[config.mk]
export PLATFORM = sky130hd
export DESIGN_NAME = cv32e40x_alu_clmul
export DESIGN_NICKNAME = d
export VERILOG_FILES = /design/src/rtl/cv32e40x_pkg.sv /design/src/rtl/cv32e40x_alu_clmul_step.sv /design/src/rtl/cv32e40x_alu_clmul.sv
export SDC_FILE = /design/constraint.sdc
export NUM_CORES = 1
export LEC_CHECK = 0
export ABC_CLOCK_PERIOD_IN_PS = 1760
export CAP_MARGIN = 15
export CORE_UTILIZATION = 50
export CTS_CLUSTER_SIZE = 40
export DETAILED_ROUTE_END_ITERATION = 10
export PLACE_DENSITY = 0.7
export SYNTH_ARGS = -nofsm -noshare
export SYNTH_HDL_FRONTEND = slang
export SYNTH_SLANG_ARGS = --single-unit
[constraint.sdc]
create_clock -name clk -period 1.76 [get_ports clk]
set_input_delay 0.352 -clock clk [delete_from_list [all_inputs] [get_ports clk]]
set_output_delay 0.352 -clock clk [all_outputs]
set_load 0.02 [all_outputs]
[src/rtl/cv32e40x_pkg.sv]
// Shared ALU type definitions for the cv32e40x execute stage.
package cv32e40x_pkg;

  // Top-level ALU operation encoding as decoded by the instruction decoder.
  typedef enum logic [5:0] {
    ALU_ADD    = 6'h18,
    ALU_SUB    = 6'h19,
    ALU_XOR    = 6'h2F,
    ALU_OR     = 6'h2E,
    ALU_AND    = 6'h15,
    ALU_CLMUL  = 6'h10,
    ALU_CLMULH = 6'h11,
    ALU_CLMULR = 6'h12
  } alu_opcode_e;

  // Result selection for the carry-less multiplier.
  typedef enum logic [1:0] {
    CLMUL  = 2'b00,  // low half of the product
    CLMULH = 2'b01,  // high half of the product
    CLMULR = 2'b10   // product bits [2W-2:W-1]
  } clmul_op_e;

endpackage

[src/rtl/cv32e40x_alu_clmul_step.sv]
// One iteration of the carry-less multiplier: folds a BITS_PER_CYCLE-bit
// multiplier slice into the accumulator using XOR in place of addition.
module cv32e40x_alu_clmul_step #(
  parameter int unsigned WIDTH          = 32,
  parameter int unsigned BITS_PER_CYCLE = 1
) (
  input  logic [2*WIDTH-1:0]        acc_i,
  input  logic [2*WIDTH-1:0]        a_i,
  input  logic [BITS_PER_CYCLE-1:0] slice_i,
  output logic [2*WIDTH-1:0]        acc_o
);

  // XOR each shifted partial product selected by the slice into the accumulator.
  always_comb begin
    // NOTE: the output gets a default before the loop so no path leaves it
    // unassigned (no latch); blocking assignments let each iteration build on
    // the previous one.
    acc_o = acc_i;
    for (int i = 0; i < int'(BITS_PER_CYCLE); i++) begin
      if (slice_i[i]) acc_o = acc_o ^ (a_i << i);
    end
  end

endmodule

[src/rtl/cv32e40x_alu_clmul.sv]
// Iterative carry-less multiplier (CLMUL/CLMULH/CLMULR) with a valid/ready
// request side and a valid/ready result side. Consumes BITS_PER_CYCLE
// multiplier bits per cycle, so one operation takes WIDTH/BITS_PER_CYCLE cycles.
module cv32e40x_alu_clmul
  import cv32e40x_pkg::*;
#(
  parameter int unsigned WIDTH          = 32,
  parameter int unsigned BITS_PER_CYCLE = 1
) (
  input  logic             clk,
  input  logic             rst_n,
  input  logic             valid_i,
  output logic             ready_o,
  input  clmul_op_e        operator_i,
  input  logic [WIDTH-1:0] operand_a_i,
  input  logic [WIDTH-1:0] operand_b_i,
  input  logic             kill_i,
  output logic             valid_o,
  input  logic             ready_i,
  output logic [WIDTH-1:0] result_o
);

  localparam int unsigned N     = WIDTH / BITS_PER_CYCLE;
  localparam int unsigned CNT_W = $clog2(N + 1);

  // A slice width that is not a power of two or does not tile the operand
  // would leave multiplier bits unconsumed.
  if ((BITS_PER_CYCLE == 0) || ((BITS_PER_CYCLE & (BITS_PER_CYCLE - 1)) != 0) ||
      ((WIDTH % BITS_PER_CYCLE) != 0)) begin : g_bad_bits_per_cycle
    $error("cv32e40x_alu_clmul: BITS_PER_CYCLE must be a power of two dividing WIDTH");
  end

  typedef enum logic [1:0] {IDLE, BUSY, DONE} state_e;

  state_e             state_q, state_d;
  logic [2*WIDTH-1:0] a_q, a_d;      // multiplicand, pre-shifted to the current slice
  logic [WIDTH-1:0]   b_q, b_d;      // multiplier, consumed from the LSB end
  clmul_op_e          op_q, op_d;
  logic [2*WIDTH-1:0] acc_q, acc_d;
  logic [CNT_W-1:0]   cnt_q, cnt_d;
  logic [2*WIDTH-1:0] acc_step;
  logic [WIDTH-1:0]   result_sel;

  cv32e40x_alu_clmul_step #(
    .WIDTH          (WIDTH),
    .BITS_PER_CYCLE (BITS_PER_CYCLE)
  ) u_step (
    .acc_i   (acc_q),
    .a_i     (a_q),
    .slice_i (b_q[BITS_PER_CYCLE-1:0]),
    .acc_o   (acc_step)
  );

  // Next-state and datapath update; kill overrides accept, step and ready.
  always_comb begin
    state_d = state_q;
    a_d     = a_q;
    b_d     = b_q;
    op_d    = op_q;
    acc_d   = acc_q;
    cnt_d   = cnt_q;
    case (state_q)
      IDLE: begin
        if (valid_i && !kill_i) begin
          a_d     = {{WIDTH{1'b0}}, operand_a_i};
          b_d     = operand_b_i;
          op_d    = operator_i;
          acc_d   = '0;
          cnt_d   = CNT_W'(N);
          state_d = BUSY;
        end
      end
      BUSY: begin
        acc_d = acc_step;
        a_d   = a_q << BITS_PER_CYCLE;
        b_d   = b_q >> BITS_PER_CYCLE;
        cnt_d = cnt_q - CNT_W'(1);
        if (cnt_d == '0) state_d = DONE;
      end
      DONE: begin
        if (ready_i) state_d = IDLE;
      end
      default: state_d = IDLE;
    endcase
    if (kill_i) state_d = IDLE;
  end

  // State register.
  always_ff @(posedge clk or negedge rst_n) begin
    if (!rst_n) state_q <= IDLE;
    else        state_q <= state_d;
  end

  // Operand, accumulator and counter registers.
  always_ff @(posedge clk or negedge rst_n) begin
    // NOTE: sequential state uses non-blocking assignments; these datapath
    // registers are reset so a discarded operation leaves nothing behind.
    if (!rst_n) begin
      a_q   <= '0;
      b_q   <= '0;
      op_q  <= CLMUL;
      acc_q <= '0;
      cnt_q <= '0;
    end else begin
      a_q   <= a_d;
      b_q   <= b_d;
      op_q  <= op_d;
      acc_q <= acc_d;
      cnt_q <= cnt_d;
    end
  end

  // Select the requested product window; zero whenever no result is offered.
  always_comb begin
    result_sel = '0;
    case (op_q)
      CLMUL:   result_sel = acc_q[WIDTH-1:0];
      CLMULH:  result_sel = acc_q[2*WIDTH-1:WIDTH];
      CLMULR:  result_sel = acc_q[2*WIDTH-2:WIDTH-1];
      default: result_sel = '0;
    endcase
    result_o = (state_q == DONE) ? result_sel : '0;
  end

  assign ready_o = (state_q == IDLE);
  assign valid_o = (state_q == DONE);

endmodule

==> qor.yml <==
min_period_ns: 2.238
drive_above_1_share: 0.2206
chipHeight_um: 128.8
final_tns_setup_ns: -10.47
netlist_area_mm2: 0.008041
ys.warnings.count: 0
power.ir.vdd_worst_uv: 831.3
synth_enable_flop_cells: 0
global_route.overflow_total: 0
clockRootBuffer: "clkbuf_16"
worst_hold_path_type: "in2async"
synth_most_common_cell: "dfrtp_1"
cts_tree: "yes"
routed_len_inst_um: 16.29
ios: 105
synth_ff_type: "dfrtp_1"
route.vias.total: 6238
reg2regPathDepth: 6
path_class: "reg2out"
detail_route.vias_per_cell: 5.323
grt_setup_unrepaired: "yes"
track_usage: 0.2401
antenna_cells: 0
number_of_levels_in_the_clock_h_tree: 4
leakagePower_nw: 5.001
hold_viol_final: 0
cp_max_fo: 9
wire_length_of_the_first_global_routing_pass_mm: 30.81
cp-end-kind: "output port"
dieArea_mm2: 0.01659
final_core_occ: 0.6992
routed_wl_mm: 19.09
finalPower_mw: 12.88
worst-slew-pin-transition_ns: 0.3708
worst_ep_arrival_time_ns: 1.89
number_of_cts_inserted_buffers: 17
timing.reg2reg.setup_slack_ns: 0.16
postRouteAntennaNets: 0
worst_setup_slack_before_clock_tree_synthesis_ns: -0.2319
detailedRoute.firstIterationViolations: 424
fin_cells: 1172
placedCellCount: 1121
core_area_mm2: 0.01543
cts_max_path_buffers: 2
timing.rr.start: "state_q[0]$_DFFE_PN0P_"
timing.critical_path.required_ns: 1.41
hold_ws_ns: 0.3661
number_of_antenna_violations_at_the_first_check_in_global_routing: 0
grt_pass1_vias: 6304
maximum_number_of_pins_on_one_net_before_global_route_repair: 68
maxCapViolations: 0
start_kind: "register"
yosysSeqAreaShare: 0.5290
layout_nets: 1021
cts.reportedPaths.clkPinSlew_ns: 0.07
max_freq_mhz: 446.7
final_max_slew_viol_count: 0
setup_ws_ns: -0.4784
synthesis.nets: 890
port_buffers: 104
hpwl_detailed_mm: 11.87
post_synth_main_area_contributors: "dfrtp_1 (53%), mux2i_1 (12%), xor2_1 (7.2%), nand2_1 (6.3%), nor2_1 (6.2%)"
finish.instance_area_mm2: 0.01079
power.density_mw_per_mm2: 1194
placement_rows: 45
area_leader_netlist: "dfrtp_1"
synth.top_cells.by_count: "dfrtp_1 (170), nand2_1 (134), nor2_1 (132)"
detail_route.first_pass.iterations: 5
clkSinkCount: 170
synth_cells: 817
yosys.area.top_type_share: 0.5290
crit_start: "op_q[1]$_DFFE_PN0P_"
gpl.final_weighted_congestion: 0.7627
area_growth_pct: 34.14
postSynth.asyncResetShare: 1.000
clkLatencyLatePin_ns: 0.44
worst_r2r_endpoint: "b_q[30]$_DFFE_PN0P_"
violations: "setup timing"
drc: 0
postSynthRegisterBits: 170
timing.slew.headroom: 0.7528
run_status: "complete, but fails checks"
initial_core_util: 0.5212
clock_skew_ns: 0.007793
post_dp_cell_area_mm2: 0.009749
timing.final.setup_violations: 32
post_synth.cell_area_avg_um2: 9.843
fin_crit_sh: 1.272
number_of_distinct_standard_cells_referenced_by_the_synthesized_netlist: 28
die_width_um: 128.8
-- flip-flops by register name (all words and copies together) (netlist names) --
| register | flops |
|---|---|
| acc_q | 64 |
| b_q | 32 |
| cnt_q | 6 |
| state_q | 2 |
| op_q | 2 |
| a_q | 64 |
-- routing by layer --
| metal | part of all wire | up-vias | track usage | wire length, um |
|---|---|---|---|---|
| li1 | - | 2969 | - | - |
| met1 | 0.44 | 3096 | 0.3145 | 8493 |
| met2 | 0.50 | 153 | 0.3933 | 9552 |
| met3 | 0.044 | 20 | 0.05655 | 838 |
| met4 | 0.011 | 0 | 0.08166 | 208 |
| met5 | 0 | - | 0 | 0 |
-- how the worst max path moves through the flow --
stage	to	slack [ns]	cells past startpoint
floorplan	result_o[10]	0.06	6
CTS	result_o[6]	-0.47	6
global route	result_o[20]	-0.53	7
detailed placement	result_o[5]	-0.23	6
finish	result_o[20]	-0.48	7
global placement	result_o[1]	-0.21	5
-- timing repair --
item,4_1_cts,5_1_grt
setup buffers,0,14
gates resized for setup,118,119
gates cloned,1,3
pin swaps,0,18
endpoints found under the hold margin,30,0
endpoints found under the setup margin,34,34
hold buffers,1,0
-- where the power goes --
| group | total [mW] | internal, mW | switching (mW) | leakage (nW) |
|---|---|---|---|---|
| Clock | 4.06 | 2.46 | 1.61 | 0.302 |
| Sequential | 5.47 | 4.78 | 0.691 | 2.23 |
| Combinational | 3.34 | 1.60 | 1.73 | 2.47 |
-- placed cells by master (no fill, tap or decap), types with 2 or more instances in the layout --
cell type | netlist | routed
dfrtp_1 | 170 | 169
clkdlybuf4s50_1 | 0 | 69
nand2_1 | 134 | 134
buf_12 | 0 | 17
nor2_2 | 0 | 32
buf_6 | 0 | 31
o21ai_0 | 67 | 67
ha_1 | 2 | 2
clkinvlp_4 | 0 | 4
a21oi_1 | 34 | 6
mux2_2 | 2 | 2
buf_2 | 34 | 5
nor2_1 | 132 | 100
a21oi_2 | 0 | 28
buf_4 | 2 | 44
inv_1 | 4 | 3
clkinv_4 | 0 | 5
clkbuf_16 | 0 | 20
nor2b_4 | 0 | 2
xor2_1 | 66 | 66
a22o_1 | 34 | 34
mux2i_2 | 0 | 3
bufinv_16 | 0 | 4
clkbuf_8 | 0 | 2
mux2i_1 | 94 | 91
-- worst max-delay path: stages, from the launching register on --
cell      delay (ns)
dfrtp_2         0.46
buf_6           0.15
buf_12          0.14
mux2i_2         0.27
nor2_1          0.10
a21oi_2         0.14
nor2_2          0.04
clkbuf_2        0.15
-- area by class of cell --
cell class / instances / area [um^2]
fillers: 1157 / 4641
multi-input cells: 582 / 3735
well taps: 211 / 264.0
inverters: 4 / 17.52
clock buffers: 19 / 452.9
repair buffers: 173 / 1868
clock inverters: 13 / 193.9
flip-flops and latches: 170 / 4255
-- cells by family after synthesis --
group,count (synthesis),synth area share
DFF,170,0.5290
xor gates and xnor gates,67,0.07297
muxes,96,0.1198
AOI/OAI and AO/OA,140,0.1047
adders and majority gates,2,0.003111
buffers and inverters,65,0.03656
and+or+nand+nor,277,0.1338
(Power assumes the default switching activity.)
